File: src/rtl/data_memory_arbiter_pkg.sv
// Shared definitions for the data-memory arbiter slice.
// Holds the state encodings, access-size encodings, requester ids and the
// doubleword-crossing helper used when a request is accepted.
package data_memory_arbiter_pkg;

  typedef enum logic [1:0] {
    IDLE    = 2'd0,
    ACCESS  = 2'd1,
    WAIT    = 2'd2,
    RESPOND = 2'd3
  } state_t;

  // log2(bytes) field of the 3-bit size code; bit 2 is the sign-extend flag
  localparam logic [1:0] SIZE_B = 2'b00;
  localparam logic [1:0] SIZE_H = 2'b01;
  localparam logic [1:0] SIZE_W = 2'b10;
  localparam logic [1:0] SIZE_D = 2'b11;

  // Requester ids double as bit positions in the arbiter's request/grant vectors
  localparam logic REQ_CORE = 1'b0;
  localparam logic REQ_AUX  = 1'b1;

  // True when the access would spill past the end of its aligned doubleword.
  // The sum is kept in 4 bits so an 8-byte access at offset 0 gives exactly 8.
  function automatic logic crosses_doubleword(input logic [2:0] offset,
                                              input logic [1:0] log2_bytes);
    logic [3:0] bytes;
    logic [3:0] end_byte;
    case (log2_bytes)
      SIZE_B:  bytes = 4'd1;
      SIZE_H:  bytes = 4'd2;
      SIZE_W:  bytes = 4'd4;
      SIZE_D:  bytes = 4'd8;
      default: bytes = 4'd8;
    endcase
    end_byte = {1'b0, offset} + bytes;
    return end_byte > 4'd8;
  endfunction

endpackage

File: src/rtl/data_memory_arbiter_rr.sv
// rr_arbiter_2: two-requester round-robin arbiter.
// Ports:
//   clk, reset  clock and asynchronous active-high reset
//   req[1:0]    requests, bit REQ_CORE / bit REQ_AUX
//   advance     accept the current grant and move the last-grant pointer
//   grant[1:0]  one-hot grant (combinational), zero when nothing requests
module rr_arbiter_2
  import data_memory_arbiter_pkg::*;
(
  input  logic       clk,
  input  logic       reset,
  input  logic [1:0] req,
  input  logic       advance,
  output logic [1:0] grant
);

  logic last_aux;

  // A lone requester always wins; on a tie the one not served last wins
  always_comb begin
    grant = req;
    if (req == 2'b11) begin
      grant = last_aux ? 2'b01 : 2'b10;
    end
  end

  // Reset marks aux as last served so the core wins the first tie
  always_ff @(posedge clk or posedge reset) begin
    if (reset) begin
      last_aux <= 1'b1;
    end else if (advance && (|req)) begin
      last_aux <= grant[REQ_AUX];
    end
  end

endmodule

File: src/rtl/data_memory_arbiter.sv
// data_memory_arbiter: shares one data-memory port between the core LSU
// ("core") and the debug/loader port ("aux").
// One access in flight, round-robin on ties, doubleword-crossing accesses
// rejected without touching memory, read latency sequenced by a counter.
// Ports:
//   clk, reset                       clock, asynchronous active-high reset
//   core_* / aux_*                   req, we, size, addr, wdata in;
//                                    ready (pulse), err, rdata out
//   mem_read_en, mem_write_en,
//   mem_byte_enable, mem_address,
//   mem_write_data                   registered outputs to the memory interface
//   mem_data_fetched                 read data, sampled at the end of the last WAIT cycle
module data_memory_arbiter
  import data_memory_arbiter_pkg::*;
#(
  parameter int unsigned READ_LATENCY = 1
) (
  input  logic        clk,
  input  logic        reset,
  input  logic        core_req,
  input  logic        core_we,
  input  logic [2:0]  core_size,
  input  logic [31:0] core_addr,
  input  logic [63:0] core_wdata,
  output logic        core_ready,
  output logic        core_err,
  output logic [63:0] core_rdata,
  input  logic        aux_req,
  input  logic        aux_we,
  input  logic [2:0]  aux_size,
  input  logic [31:0] aux_addr,
  input  logic [63:0] aux_wdata,
  output logic        aux_ready,
  output logic        aux_err,
  output logic [63:0] aux_rdata,
  output logic        mem_read_en,
  output logic        mem_write_en,
  output logic [2:0]  mem_byte_enable,
  output logic [31:0] mem_address,
  output logic [63:0] mem_write_data,
  input  logic [63:0] mem_data_fetched
);

  localparam logic [3:0] LAST_COUNT = 4'(READ_LATENCY - 1);

  state_t      state_q, state_d;
  logic        lat_we_q, lat_we_d;
  logic [2:0]  lat_size_q, lat_size_d;
  logic [31:0] lat_addr_q, lat_addr_d;
  logic [63:0] lat_wdata_q, lat_wdata_d;
  logic        lat_owner_q, lat_owner_d;
  logic        lat_err_q, lat_err_d;
  logic [3:0]  count_q, count_d;
  logic        capture;
  logic [1:0]  grant;
  logic        advance;
  logic        sel_aux;
  logic        active_d;
  logic        respond_d;

  assign advance = (state_q == IDLE);

  rr_arbiter_2 u_rr (
    .clk     (clk),
    .reset   (reset),
    .req     ({aux_req, core_req}),
    .advance (advance),
    .grant   (grant)
  );

  assign sel_aux = grant[REQ_AUX];

  // Next-state logic; the request fields are latched only when leaving IDLE
  always_comb begin
    state_d     = state_q;
    lat_we_d    = lat_we_q;
    lat_size_d  = lat_size_q;
    lat_addr_d  = lat_addr_q;
    lat_wdata_d = lat_wdata_q;
    lat_owner_d = lat_owner_q;
    lat_err_d   = lat_err_q;
    count_d     = count_q;
    capture     = 1'b0;
    case (state_q)
      IDLE: begin
        if (|grant) begin
          lat_owner_d = sel_aux ? REQ_AUX : REQ_CORE;
          lat_we_d    = sel_aux ? aux_we    : core_we;
          lat_size_d  = sel_aux ? aux_size  : core_size;
          lat_addr_d  = sel_aux ? aux_addr  : core_addr;
          lat_wdata_d = sel_aux ? aux_wdata : core_wdata;
          lat_err_d   = crosses_doubleword(lat_addr_d[2:0], lat_size_d[1:0]);
          state_d     = lat_err_d ? RESPOND : ACCESS;
        end
      end
      ACCESS: begin
        if (lat_we_q) begin
          state_d = RESPOND;
        end else begin
          count_d = 4'd0;
          state_d = WAIT;
        end
      end
      WAIT: begin
        if (count_q == LAST_COUNT) begin
          capture = 1'b1;
          state_d = RESPOND;
        end else begin
          count_d = count_q + 4'd1;
        end
      end
      RESPOND: state_d = IDLE;
      default: state_d = IDLE;
    endcase
  end

  assign active_d  = (state_d == ACCESS) || (state_d == WAIT);
  assign respond_d = (state_d == RESPOND);

  // State, latches and counter
  always_ff @(posedge clk or posedge reset) begin
    if (reset) begin
      state_q     <= IDLE;
      lat_we_q    <= 1'b0;
      lat_size_q  <= 3'd0;
      lat_addr_q  <= 32'd0;
      lat_wdata_q <= 64'd0;
      lat_owner_q <= REQ_CORE;
      lat_err_q   <= 1'b0;
      count_q     <= 4'd0;
    end else begin
      state_q     <= state_d;
      lat_we_q    <= lat_we_d;
      lat_size_q  <= lat_size_d;
      lat_addr_q  <= lat_addr_d;
      lat_wdata_q <= lat_wdata_d;
      lat_owner_q <= lat_owner_d;
      lat_err_q   <= lat_err_d;
      count_q     <= count_d;
    end
  end

  // Outputs are registered from the next state so each one lines up with
  // the cycle the FSM is actually in (write pulse in ACCESS, ready in RESPOND)
  always_ff @(posedge clk or posedge reset) begin
    if (reset) begin
      mem_read_en     <= 1'b0;
      mem_write_en    <= 1'b0;
      mem_byte_enable <= 3'd0;
      mem_address     <= 32'd0;
      mem_write_data  <= 64'd0;
      core_ready      <= 1'b0;
      core_err        <= 1'b0;
      core_rdata      <= 64'd0;
      aux_ready       <= 1'b0;
      aux_err         <= 1'b0;
      aux_rdata       <= 64'd0;
    end else begin
      mem_read_en     <= ((state_d == ACCESS) && !lat_we_d) || (state_d == WAIT);
      mem_write_en    <= (state_d == ACCESS) && lat_we_d;
      mem_byte_enable <= active_d ? lat_size_d : 3'd0;
      mem_address     <= active_d ? lat_addr_d : 32'd0;
      mem_write_data  <= ((state_d == ACCESS) && lat_we_d) ? lat_wdata_d : 64'd0;
      core_ready      <= respond_d && (lat_owner_d == REQ_CORE);
      core_err        <= respond_d && (lat_owner_d == REQ_CORE) && lat_err_d;
      aux_ready       <= respond_d && (lat_owner_d == REQ_AUX);
      aux_err         <= respond_d && (lat_owner_d == REQ_AUX) && lat_err_d;
      if (capture && (lat_owner_q == REQ_CORE)) begin
        core_rdata <= mem_data_fetched;
      end
      if (capture && (lat_owner_q == REQ_AUX)) begin
        aux_rdata <= mem_data_fetched;
      end
    end
  end

endmodule

File: config.mk
export PLATFORM = sky130hd
export DESIGN_NAME = data_memory_arbiter
export DESIGN_NICKNAME = d
export VERILOG_FILES = /design/src/rtl/data_memory_arbiter_pkg.sv /design/src/rtl/data_memory_arbiter_rr.sv /design/src/rtl/data_memory_arbiter.sv
export SDC_FILE = /design/constraint.sdc
export NUM_CORES = 1
export LEC_CHECK = 0
export CAP_MARGIN = 10
export CORE_ASPECT_RATIO = 1.5
export CORE_MARGIN = 2
export CORE_UTILIZATION = 30
export CTS_CLUSTER_DIAMETER = 40
export DETAILED_ROUTE_END_ITERATION = 10
export HOLD_SLACK_MARGIN = 0.1
export PLACE_DENSITY = 0.66
export SETUP_SLACK_MARGIN = 0.05
export SLEW_MARGIN = 15
export SYNTH_ARGS = -nofsm -noshare
export SYNTH_HDL_FRONTEND = slang
export SYNTH_SLANG_ARGS = --single-unit
export TNS_END_PERCENT = 5
File: constraint.sdc
create_clock -name clk -period 13.11 [get_ports clk]
set_clock_uncertainty 0.2 [all_clocks]
set_input_delay 2.622 -clock clk [delete_from_list [all_inputs] [get_ports clk]]
set_output_delay 2.622 -clock clk [all_outputs]
set_load 0.005 [all_outputs]
# Word level (Yosys, flattened, before mapping)
# Cells that the tools add are included.
# op_classes
n_mul	0
n_eq_ne	12
bitwise	2
shifts	0
div	0
muxes	35
reduce_logical	19
addsub	2
n_lt_le_gt_ge	1
# op_table
operator	count
$mux 64	4
$mux 32	4
$mux 4	4
$pmux 4 s4	1
$eq 2x2->1 const B	7
$mux 3	4
$mux 1	11
$mux 2	5
$logic_and 1x1->1	9
$pmux 2 s4	1
$pmux 4 s2	1
$eq 2x1->1 const B	3
$add 3x4->4	1
$add 4x1->4 const B	1
$gt 4x4->1 const B	1
$logic_not 2->1	2
$logic_not 4->1	1
$ne 2x2->1 const B	2
$reduce_or 2->1	2
$reduce_and 3->1	1
$logic_or 1x1->1	2
$not 1->1	2
$reduce_bool 2->1	1
$logic_not 1->1	1
# totals
latchBits	0
memories	0
rom_bits	0
output_inout_bits	233
word_cells	91
ram_bits	0
reg_bits	342

# Depth between registers and ports, before layout
# logic_depth
word_depth	15
mapped_depth	17
depth_no_buf	12

# By module
# Synthesis repeated with hierarchy kept, for this count alone.
# unflattened
cells_unflattened	1046
area_unflattened_um2	13777.0
# modules_own_cells
mod	cells_per_inst	n_inst	seq_area_each_um2	area_per_inst_um2
data_memory_arbiter	1039	1	8533.2	13716.9
rr_arbiter_2	7	1	26.3	60.1

# Worst setup path after synthesis
# Ideal clock, no wire load.
# synth_path
path_type	input to register
from	in core_req
to	reg mem_address[10]
t_required_ns	12.778
arrival_time_ns	5.201
slack_ns	7.577
setup_time_ns	0.132
cell_stages	13
path_buffers	3
path_cell_list	buf_2 a21boi_1 buf_4 mux2_2 ha_1 fa_1 xnor2_1 nand2_1 nand2_1 o21a_1 ha_1 clkbuf_1 nor2b_1
# synth_between
elab_chain_cells	15
word_cells_on_any_way	23
classes_between	add/sub (1); order compare (1); eq/ne (6); mux (12); reduce/logical (3)
# synth_rtl
item	line_no	rtl
start: declaration	data_memory_arbiter.sv:20	input logic core_req,
$eq 2x2->1	data_memory_arbiter_rr.sv:22	if (req == 2'b11) begin
$mux 2 (*)	data_memory_arbiter_rr.sv:22	
$mux 3	data_memory_arbiter.sv:89	lat_size_d = sel_aux ? aux_size : core_size;
$eq 2x2->1, or another cell as far along	data_memory_arbiter_pkg.sv:29	case (log2_bytes)
$pmux 4 s4	data_memory_arbiter_pkg.sv:29	
$mux 4	data_memory_arbiter.sv:86	if (|grant) begin
$mux 4	data_memory_arbiter.sv:84	case (state_q)
$add 3x4->4	data_memory_arbiter_pkg.sv:36	end_byte = {1'b0, offset} + bytes;
$gt 4x4->1	data_memory_arbiter_pkg.sv:37	return end_byte > 4'd8;
$mux 2	data_memory_arbiter.sv:93	state_d = lat_err_d ? RESPOND : ACCESS;
$mux 2	data_memory_arbiter.sv:86	
$pmux 2 s4	data_memory_arbiter.sv:84	
$eq 2x1->1 or $eq 2x2->1 (tied branches)	data_memory_arbiter.sv:117	assign active_d = (state_d == ACCESS) || (state_d == WAIT);
$logic_or 1x1->1	data_memory_arbiter.sv:117	
$mux 32 (*)	data_memory_arbiter.sv:162	mem_address <= active_d ? lat_addr_d : 32'd0;
end signal: assignment	data_memory_arbiter.sv:162	
end: declaration	data_memory_arbiter.sv:39	output logic [31:0] mem_address,
# Mark *: on every way between the ends. The rest lies on a longest branch, timed or not. The select of a mux whose other input is x is not followed.
# A chain may end at the register's enable or synchronous reset.

# Worst setup path in the final report
# layout_path
from	in aux_req
to	reg mem_write_data[4]
# layout_between
elab_chain_cells	15
word_cells_on_any_way	26
classes_between	add/sub (1); order compare (1); eq/ne (5); mux (16); reduce/logical (3)
# layout_rtl
item	line_no	rtl
start: declaration	data_memory_arbiter.sv:28	input logic aux_req,
$eq 2x2->1	data_memory_arbiter_rr.sv:22	
$mux 2 (*)	data_memory_arbiter_rr.sv:22	
$mux 3	data_memory_arbiter.sv:89	
$eq 2x2->1, or another cell as far along	data_memory_arbiter_pkg.sv:29	
$pmux 4 s4	data_memory_arbiter_pkg.sv:29	
$mux 4	data_memory_arbiter.sv:86	
$mux 4	data_memory_arbiter.sv:84	
$add 3x4->4	data_memory_arbiter_pkg.sv:36	
$gt 4x4->1	data_memory_arbiter_pkg.sv:37	
$mux 2	data_memory_arbiter.sv:93	
$mux 2	data_memory_arbiter.sv:86	
$pmux 2 s4	data_memory_arbiter.sv:84	
$eq 2x1->1	data_memory_arbiter.sv:163	mem_write_data <= ((state_d == ACCESS) && lat_we_d) ? lat_wdata_d : 64'd0;
$logic_and 1x1->1	data_memory_arbiter.sv:163	
$mux 64 (*)	data_memory_arbiter.sv:163	
end signal: assignment	data_memory_arbiter.sv:163	
end: declaration	data_memory_arbiter.sv:40	output logic [63:0] mem_write_data,
# Marked as above.

==> metrics.log <==
INFO  metric ctsHoldBuffers = 0
INFO  metric globalRouteOverflowTotal = 0
INFO  metric cap_violations = 0
INFO  metric worstHoldPathType = flop to flop
INFO  metric grt_antenna_before_repair = 4
INFO  metric maxSlewHeadroom = 26.2%
INFO  metric post_cts_resize_count = 0
INFO  metric finish.net_count = 1784
INFO  metric synth.yosys.seq_area_share = a little under two thirds
INFO  metric slew_viol_final = 0
INFO  metric rows = 95
INFO  metric pin_count = 501
INFO  metric die-area = between 0.04 and 0.05 mm2
INFO  metric p_int = around 3300 uW
INFO  metric die_width = ~180 um
INFO  metric post-cts-setup-buffer-count = 0
INFO  metric post-route-period-util = between 50% and 60%
INFO  metric clock_insertion_delay_worst_skew = roughly 0.52 ns
INFO  metric postSynthCellCount = between 1000 and 1500
INFO  metric grt_first_pass_wirelength = ~56 mm
INFO  metric ctsLongestPathBuffers = 3
INFO  metric yosysTopAreaCellShare = a little over three fifths
INFO  metric flip_flop_and_latch_count_after_synthesis = 342
INFO  metric power.switching_fraction = a little under a third
INFO  metric worst_slack = between 6 and 7 ns
INFO  metric area_contributors_post_synth = dfrtp_1 63%, mux2_2 11%, mux2i_1 7.3%, nor2b_1 4.7%, o21ai_1 3.0%
INFO  metric worst_pin_slew = ~1.1 ns
INFO  metric biggest_area_consumer_among_synthesized_cells = dfrtp_1
INFO  metric arrival_time_at_the_worst_endpoint = slightly below 7 ns
INFO  metric placedCellCount = a little over 2000
INFO  metric area.growth.synth_to_final = 49.9%
INFO  metric power_density = 235 mW/mm2
INFO  metric crit_path_end_kind = flop
INFO  metric floorplan.core_area = 0.0446 mm2
INFO  metric timing.critical_path.fanout_max = 65
INFO  metric cts_tree = yes
INFO  metric via_per_inst = approximately 4.4
INFO  metric wirelength_routed = between 30 and 40 mm
INFO  metric ys_types = 43
INFO  metric htreeDepth = 2
INFO  metric unrepaired_setup_endpoints_after_global_routing = false
INFO  metric final-hold-violation-count = 0
INFO  metric clock-sinks = between 300 and 400
INFO  metric chipHeight = about 260 um
INFO  metric number_of_global_route_vias_before_repair = 9792
INFO  metric setup_viol_count_final = 0
INFO  metric cts-buffers-inserted = 39
INFO  metric final_design_utilization = ~45%
INFO  metric timing.setup.tns = 0 ns
INFO  metric worst_setup_slack_after_placement = 5.83 ns
INFO  metric routed_wire_length_per_instance = about 17 um
INFO  metric routabilityCongestion = just over 0.8
INFO  metric detailed_place_hpwl = roughly 27 mm
INFO  metric outcome = finished clean
INFO  metric clock_power_share = between 20% and 30%
INFO  metric fmax = around 150 MHz
INFO  metric buffer_ports.inserted = 500
INFO  metric yosys_warnings = 0
INFO  metric syn-cell-area = 0.0135 mm2
INFO  metric comb_power_share = 41.4%
INFO  metric drt_iter0_drc = between 300 and 400
INFO  metric p_leak = roughly 0.0086 uW
INFO  metric nFillCells = approximately 4100
INFO  metric synth_nets = around 1300
INFO  metric ant_nets = 0
INFO  metric instances_no_fill = approximately 2100
INFO  metric cts.root.buffer_cell = clkbuf_16
INFO  metric drc = 0
INFO  metric detailroute.via_count = around 9400
INFO  metric report.power.total = between 4000 and 5000 uW
INFO  metric power_frac_seq = 36.8%
INFO  metric timing.critical_path.from_type = input pin
INFO  metric clock_period_minus_worst_slack = approximately 6.7 ns
INFO  metric worstPathRequired = between 10 and 15 ns
INFO  metric avgSynthCellArea = about 13 um2
INFO  metric critical_path_class = input pin to flop
INFO  metric ir_worst_vdd = ~0.12 mV
INFO  metric grt_max_degree = 120
INFO  metric clk_pin_slew_worst_paths = 0.06 ns
INFO  metric initial_drt_pass_iterations = 4
INFO  metric net-switching-power = about 1500 uW
INFO  metric post_route_cells_drive_above_1_share = 14.1%
INFO  metric initial_utilization = slightly above 30%
INFO  metric grt.total_usage = approximately 15%
-- cells in the mapped netlist, drive strengths merged --
cell type,count
o31ai,1
fa,1
o2bb2ai,1
o21a,4
a31oi,2
and2,2
and4bb,1
mux2,136
nor2b,102
nor3b,1
a32o,2
a21boi,1
and3,1
nand3b,2
ha,11
o21bai,1
xor2,1
nand3,4
clkbuf,17
dfstp,1
nor3,1
dfrtp,341
mux2i,98
xnor2,1
inv,8
o211ai,3
a21oi,5
a22oi,1
nand2b,5
buf,42
nor4b,1
o21ai,102
nand2,106
nor2,5
-- cell families (layout without fill, tap and decap cells) --
logic type | count (synthesis) | count (layout) | share of synthesized area (%)
AOI/OAI and AO/OA | 123 | 123 | 4.95
xor gates and xnor gates | 2 | 2 | 0.130
adders and majority gates | 12 | 12 | 1.17
buffers and inverters | 67 | 584 | 2.91
DFF | 342 | 342 | 63.4
muxes | 234 | 234 | 18.6
other | 0 | 4 | 0
and+or+nand+nor | 231 | 231 | 8.75
-- worst paths after layout --
check / start / to / slack, ns / cells after the start
setup reg to reg: u_rr.last_aux / mem_write_data[4] / 8.84 / 12
setup / recovery: aux_req / mem_write_data[4] / 6.37 / 13
hold / removal: lat_wdata_q[6] / lat_wdata_q[6] / 0.28 / 2
min in group asynchronous: reset / lat_wdata_q[20] / 2.45 / 2
max in group asynchronous: reset / lat_addr_q[21] / 8.67 / 3
hold reg to reg: lat_wdata_q[6] / lat_wdata_q[6] / 0.28 / 2
-- worst max-delay path, stage by stage --
cell and delay [ns]:
clkdlybuf4s50_1 0.67, a21boi_4 0.93, mux2_2 0.44, ha_1 0.23, fa_1 0.44, xnor2_1 0.16
nand2_1 0.07, nand2_1 0.06, o21a_1 0.18, ha_1 0.23, o211ai_4 0.07, buf_4 0.58
nor2b_1 0.11
-- layout make-up --
| type | count | area, um2 | share of cell area [%] |
|---|---|---|---|
| sequential | 342 | 8560 | 42.3 |
| timing repair buffer | 511 | 5090 | 25.2 |
| multi-input combinational | 602 | 4580 | 22.6 |
| clock buffer | 51 | 1090 | 5.40 |
| tap | 582 | 728 | 3.60 |
| clock inverter | 14 | 131 | 0.650 |
| inverter | 8 | 37.5 | 0.186 |
| antenna | 4 | 10.0 | 0.0495 |
-- state kept, by name, summed over array words and instances (netlist names) --
name             flops
aux_err              1
lat_size_q           3
mem_write_data      64
core_rdata          64
mem_address         32
mem_write_en         1
count_q              4
lat_addr_q          32
u_rr.last_aux        1
lat_owner_q          1
lat_err_q            1
core_err             1
core_ready           1
lat_we_q             1
aux_rdata           64
mem_read_en          1
state_q              2
lat_wdata_q         64
aux_ready            1
mem_byte_enable      3
-- through the flow --
step	hold slack, ns	cell area (um2)
6_report	0.279	20200
5_1_grt	0.298	20200
4_1_cts	0.285	20200
3_5_place_dp	0.271	19000
3_3_place_gp	0.262	19000
2_1_floorplan	0.246	13500
-- power by group through the flow --
stage	logic, uW	registers [uW]	clock network (uW)
3_3_place_gp	1970	1750	0
6_report	1970	1750	1040
5_1_grt	2160	1800	1120
2_1_floorplan	942	1780	0
4_1_cts	2020	1760	1070
3_5_place_dp	2010	1770	0
-- metal layers --
layer  vias up  global-route usage [%]  wire (um)
met1      4558                    16.6      13400
met4         0                    7.15       1370
met2       342                    27.8      19500
met3        67                    3.89       2590
li1       4428                       -          -
met5         -                       0          0
-- placed cells by master, fill, tap and decap left out, drive strengths merged, types with 2 or more instances in the layout --
cell and count:
diode 4, clkinvlp 5, mux2i 98, inv 13, nor2b 102, clkbuf 51, o21a 4, buf 11
a31oi 2, o211ai 3, and2 2, mux2 136, nand2b 5, nand3b 2, dfrtp 341, nor2 5
a21oi 5, nand3 4, o21ai 102, clkdlybuf4s50 500, a32o 2, ha 11, clkinv 3, nand2 106
(Power assumes the default switching activity.)
